**src/rtl/fib_pkg.sv**
```systemverilog
// fib_pkg: shared types and defaults for the Fibonacci RAM initiator.
//   state_t : controller state encoding (IDLE, WRITE, READ, DONE)
//   N_DEF   : default RAM address width
//   M_DEF   : default RAM / term data width
package fib_pkg;

  typedef enum logic [1:0] {
    IDLE  = 2'd0,
    WRITE = 2'd1,
    READ  = 2'd2,
    DONE  = 2'd3
  } state_t;

  localparam int N_DEF = 6;
  localparam int M_DEF = 8;

endpackage

```
**src/rtl/fib_ram_ctrl_term_gen.sv**
```systemverilog
// fib_term_gen: Fibonacci term generator (a, b pair with an M-bit adder).
//   clk, reset : clock, synchronous active-high reset (clears a and b)
//   load       : a <= 0, b <= 1 (start of a run)
//   adv        : a <= b, b <= (a + b) mod 2**M
//   a          : current term
//   carry      : carry out of a + b for the current pair
module fib_term_gen
  import fib_pkg::*;
#(
  parameter int M = M_DEF
) (
  input  logic         clk,
  input  logic         reset,
  input  logic         load,
  input  logic         adv,
  output logic [M-1:0] a,
  output logic         carry
);

  logic [M-1:0] b;
  logic [M:0]   sum;

  assign sum   = {1'b0, a} + {1'b0, b};
  assign carry = sum[M];

  always_ff @(posedge clk) begin
    if (reset) begin
      a <= '0;
      b <= '0;
    end else if (load) begin
      a <= '0;
      b <= M'(1);
    end else if (adv) begin
      a <= b;
      b <= sum[M-1:0];
    end
  end

endmodule

```
**src/rtl/fib_ram_ctrl.sv**
```systemverilog
// fib_ram_ctrl: writes a run of Fibonacci terms into a single-port RAM
// (sync write, async read) from address 0, then streams them back out.
//   clk, reset          : clock, synchronous active-high reset
//   start, len          : run request (sampled in IDLE); run is len+1 terms
//   ram_addr/din/we     : RAM write/read port, driven only by this block
//   ram_dout            : RAM asynchronous read data
//   out_data/valid/ready: read-back stream
//   busy                : high in WRITE and READ
//   done                : one-cycle pulse after the last transfer
//   ovf                 : sticky, a written term exceeded M bits this run
module fib_ram_ctrl
  import fib_pkg::*;
#(
  parameter int N = N_DEF,
  parameter int M = M_DEF
) (
  input  logic         clk,
  input  logic         reset,
  input  logic         start,
  input  logic [N-1:0] len,
  output logic [N-1:0] ram_addr,
  output logic [M-1:0] ram_din,
  output logic         ram_we,
  input  logic [M-1:0] ram_dout,
  output logic [M-1:0] out_data,
  output logic         out_valid,
  input  logic         out_ready,
  output logic         busy,
  output logic         done,
  output logic         ovf
);

  state_t       state, state_nxt;
  logic [N-1:0] idx;
  logic [N-1:0] last;
  logic [M-1:0] term_a;
  logic         term_carry;
  logic         at_last;
  logic         sum_written;

  assign at_last = (idx == last);

  // The pair (a, b) at idx is (F(idx), F(idx+1)); a + b is F(idx+2), which
  // only lands in the RAM when idx+2 <= last. Compare one bit wider so the
  // +2 cannot wrap.
  assign sum_written = (({1'b0, idx} + (N+1)'(2)) <= {1'b0, last});

  fib_term_gen #(.M(M)) u_term_gen (
    .clk   (clk),
    .reset (reset),
    .load  ((state == IDLE) && start),
    .adv   (state == WRITE),
    .a     (term_a),
    .carry (term_carry)
  );

  always_ff @(posedge clk) begin
    if (reset) begin
      state <= IDLE;
      idx   <= '0;
      last  <= '0;
      ovf   <= 1'b0;
    end else begin
      state <= state_nxt;
      case (state)
        IDLE: begin
          if (start) begin
            last <= len;
            idx  <= '0;
            ovf  <= 1'b0;
          end
        end
        WRITE: begin
          idx <= at_last ? '0 : idx + N'(1);
          if (term_carry && sum_written) ovf <= 1'b1;
        end
        READ: begin
          if (out_ready) idx <= at_last ? '0 : idx + N'(1);
        end
        default: ;
      endcase
    end
  end

  always_comb begin
    state_nxt = state;
    case (state)
      IDLE:    if (start) state_nxt = WRITE;
      WRITE:   if (at_last) state_nxt = READ;
      READ:    if (out_ready && at_last) state_nxt = DONE;
      DONE:    state_nxt = IDLE;
      default: state_nxt = IDLE;
    endcase
  end

  always_comb begin
    ram_addr  = '0;
    ram_din   = '0;
    ram_we    = 1'b0;
    out_data  = '0;
    out_valid = 1'b0;
    busy      = 1'b0;
    done      = 1'b0;
    case (state)
      WRITE: begin
        ram_addr = idx;
        ram_din  = term_a;
        ram_we   = 1'b1;
        busy     = 1'b1;
      end
      READ: begin
        ram_addr  = idx;
        out_data  = ram_dout;
        out_valid = 1'b1;
        busy      = 1'b1;
      end
      DONE:    done = 1'b1;
      default: ;
    endcase
  end

endmodule
```
**config.mk**
```make
export PLATFORM = sky130hd
export DESIGN_NAME = fib_ram_ctrl
export DESIGN_NICKNAME = d
export VERILOG_FILES = /design/src/rtl/fib_pkg.sv /design/src/rtl/fib_ram_ctrl_term_gen.sv /design/src/rtl/fib_ram_ctrl.sv
export SDC_FILE = /design/constraint.sdc
export NUM_CORES = 1
export LEC_CHECK = 0
export CAP_MARGIN = 20
export CORE_ASPECT_RATIO = 1.5
export CORE_UTILIZATION = 35
export DETAILED_ROUTE_END_ITERATION = 8
export SLEW_MARGIN = 0
export SYNTH_ARGS = -nofsm -noshare
export SYNTH_HDL_FRONTEND = slang
export SYNTH_SLANG_ARGS = --single-unit
```
**constraint.sdc**
```tcl
create_clock -name clk -period 2.55 [get_ports clk]
set_input_delay 0.3825 -clock clk [delete_from_list [all_inputs] [get_ports clk]]
set_output_delay 0.3825 -clock clk [all_outputs]
set_load 0.05 [all_outputs]
```
==> flow_summary_export.csv <==
group,metric,value,unit
sta,maxSlewViolCount,0,
power_and_ir_drop,fin_total_pwr,1.88,mW
route,drtIter0Drc,44,
critical_path,crit_family,"buffers and inverters",
sta,timing.final.crit_share,93.5,%
sta,post-route-min-period,2380,ps
sta,tightestPinTransition,606,ps
run,maxCapViolations,0,
route,ant_nets,0,
clock_network,htreeDepth,2,
global_route,grt_pass1_wl,7.39,mm
critical_path,path_max_fanout,9,
route,post_drt_wl_per_cell,13.0,microns
critical_path,slowest_delay,840,ps
place,place_inst,343,
clock_network,clock_sinks,31,
synthesis,synth-xor-area-share,6.10,%
sta,finalClockSkew,1.93,ps
critical_path,path_cells,"inv_1, ha_1, clkdlybuf4s50_1",
outcome,status,"complete, no violations",
clock_network,cts_root_buf,"clkbuf_8",
sta,setup_viol,0,
place,pre_cts_ws,366,ps
synthesis,avgSynthCellArea,8.52,sq um
synthesis,synth-simple-area-share,25.0,%
synthesis,synth_top_family_by_area,"simple AND/OR/NAND/NOR gates",
sta,setup_ws,165,ps
critical_path,setup.worst_path.class,"reg2out",
floorplan,die_h,94.8,microns
final_layout,antenna_cells,0,
synthesis,synth_mux_area_share,6.47,%
route,firstDrtPassIters,4,
synthesis,netlist_area,2010,sq um
critical_path,critPathBufInv,2,
route,vias,1750,
critical_path,crit_slowest_cell,"clkdlybuf4s50_1",
place,place_hpwl,3.40,mm
floorplan,ios,45,
synthesis,synthTopCellsByArea,"dfxtp_1 (31%), ha_1 (12%), and2_1 (6.8%)",
synthesis,ys_types,39,
global_route,antenna_found_initial,0,
final_layout,syn_to_final_growth,36.1,%
synthesis,synth_nets,275,
global_route,grt_overflow_total,0,
sta,timing.fmax,419,MHz
clock_network,cts_setup_buffers,0,
global_route,grt_max_degree,36,
clock_network,path_clk_slew,70,ps
synthesis,postSynthCellCount,236,
final_layout,stdcell_count,351,
synthesis,synth_seq_area_share,30.9,%
sta,holdWs,466,ps
synthesis,synthAdderAreaFrac,13.4,%
worst_hold_path,hold_path.class,"reg2reg",
clock_network,cts_tree,"done",
place,portBuffers,44,
power_and_ir_drop,powerDensity,689,nW/um^2
synthesis,ys_ff_latch,31,
synthesis,yosysTopAreaCell,"dfxtp_1",
critical_path,end_kind,"primary output",
critical_path,worstPathRequired,2170,ps
power_and_ir_drop,power_leakage,1.33,nW
route,remaining_drc_errors,0,
route,finalWirelength,4.57,mm
global_route,track_usage,15.7,%
clock_network,cts_buffers,5,
synthesis,synth-compound-area-share,12.6,%
synthesis,synth_top_area_share,30.9,%
synthesis,yosys_warnings,0,
sta,rsz0062_at_grt,"false",
route,vias_per_cell,4.99,
critical_path,critPathArrivalTime,2000,ps
power_and_ir_drop,vdd_drop_max,0.294,mV
final_layout,nNetsFinal,319,
clock_network,clk_latency,280,ps
critical_path,worstSetupStartpointType,"flop",
place,place_congestion,0.802,
sta,setup_tns,0,ps
floorplan,die_x,63.9,microns
global_route,first_global_vias,1648,
final_layout,drive_gt1_share,8.54,%
floorplan,start_util,36.6,%
floorplan,die_area,6060,sq um
sta,slew_headroom,59.6,%
floorplan,rows,33,
sta,hold_viol,0,
clock_network,clk_path_buf_depth,2,
floorplan,fp.coreArea,5490,sq um
metal layers:
metal / wire [microns] / vias up / GRT usage, % / part of all wire [%]
li1: - / 896 / - / -
met2: 2470 / 35 / 30.3 / 54
met1: 1870 / 809 / 16.2 / 41
met5: 0 / - / 0 / 0
met4: 87 / 0 / 4.92 / 1.9
met3: 134 / 10 / 3.74 / 2.9
final cells by class:
type	count	area, sq um
Clock buffer	8	100
Fill cell	538	2760
Inverter	12	45.0
Multi-Input combinational cell	181	1280
Sequential cell	31	621
Tap cell	70	87.6
Timing Repair Buffer	49	603
placed cells by master, fill, tap and decap left out, types with 3 or more instances in the layout:
cell type	count
dfxtp_1	31
and2_1	22
clkdlybuf4s50_1	21
nor2_1	20
ha_1	20
nand3_1	15
nand2_1	15
a21oi_1	15
dlymetal6s2s_1	14
mux2i_1	13
inv_1	12
xnor2_1	10
buf_12	9
clkbuf_8	7
nand3b_1	5
o31ai_1	5
buf_4	5
xor2_1	4
nand2b_1	4
o21ai_0	4
a21o_1	3
a211oi_1	3
nor2b_1	3
nor3_1	3
cells in the mapped netlist (all sizes together):
library cell,count
nand3,15
nand4b,2
fa,1
dfxtp,31
nand2,15
buf,5
xor2,4
and2,22
mux2i,13
xnor2,10
o221ai,1
nor3b,1
o31ai,5
nor2,20
a2111o,1
nand4,1
nand3b,5
ha,20
o311a,1
a21oi,16
or3,2
clkbuf,7
a31oi,1
o21ai,4
a2bb2oi,1
nand2b,4
a21o,3
inv,12
nor2b,4
nor3,3
a211oi,3
o211ai,2
o21a,1
flip-flops by register name (all words and copies together) (netlist names):
name / cells
u_term_gen.a: 8
idx: 6
u_term_gen.b: 8
ovf: 1
last: 6
state: 2
report_power, final:
group / switching [mW] / total [mW] / internal [mW]
Sequential: 0.0436 / 0.576 / 0.532
Clock: 0.186 / 0.432 / 0.246
Combinational: 0.520 / 0.877 / 0.357
Total: 0.749 / 1.88 / 1.14
logic make-up after synthesis:
logic type               count (synthesis)
AO/OA/AOI/OAI                           39
AND/OR/NAND/NOR                         94
multiplexers                            13
buffers and inverters                   24
adder cells (fa/ha/maj)                 21
flip-flops                              31
XOR/XNOR                                14
worst min-delay path, cell delays in order, from the launching register on:
cell,delay [ps]
dfxtp_1,310
nand2_1,60
a21oi_1,50
what timing repair did:
action	in CTS	in global routing
resized for setup	0	14
setup endpoints to repair	0	14
hold buffers	0	0
final timing paths:
check	from	end	slack (ps)	cells past startpoint
max	state[1]	busy	170	3
max reg2reg	idx[2]	ovf	590	8
min reg2reg	last[1]	last[1]	470	2
min	last[1]	last[1]	470	2
metrics by stage:
step	cell area (sq um)	util [%]
final	2740	49.8
after global routing	2740	49.8
after CTS	2700	49.2
after detailed placement	2600	47.4
after global placement	2600	47.4
after floorplan	2010	-
(Power assumes the default switching activity.)
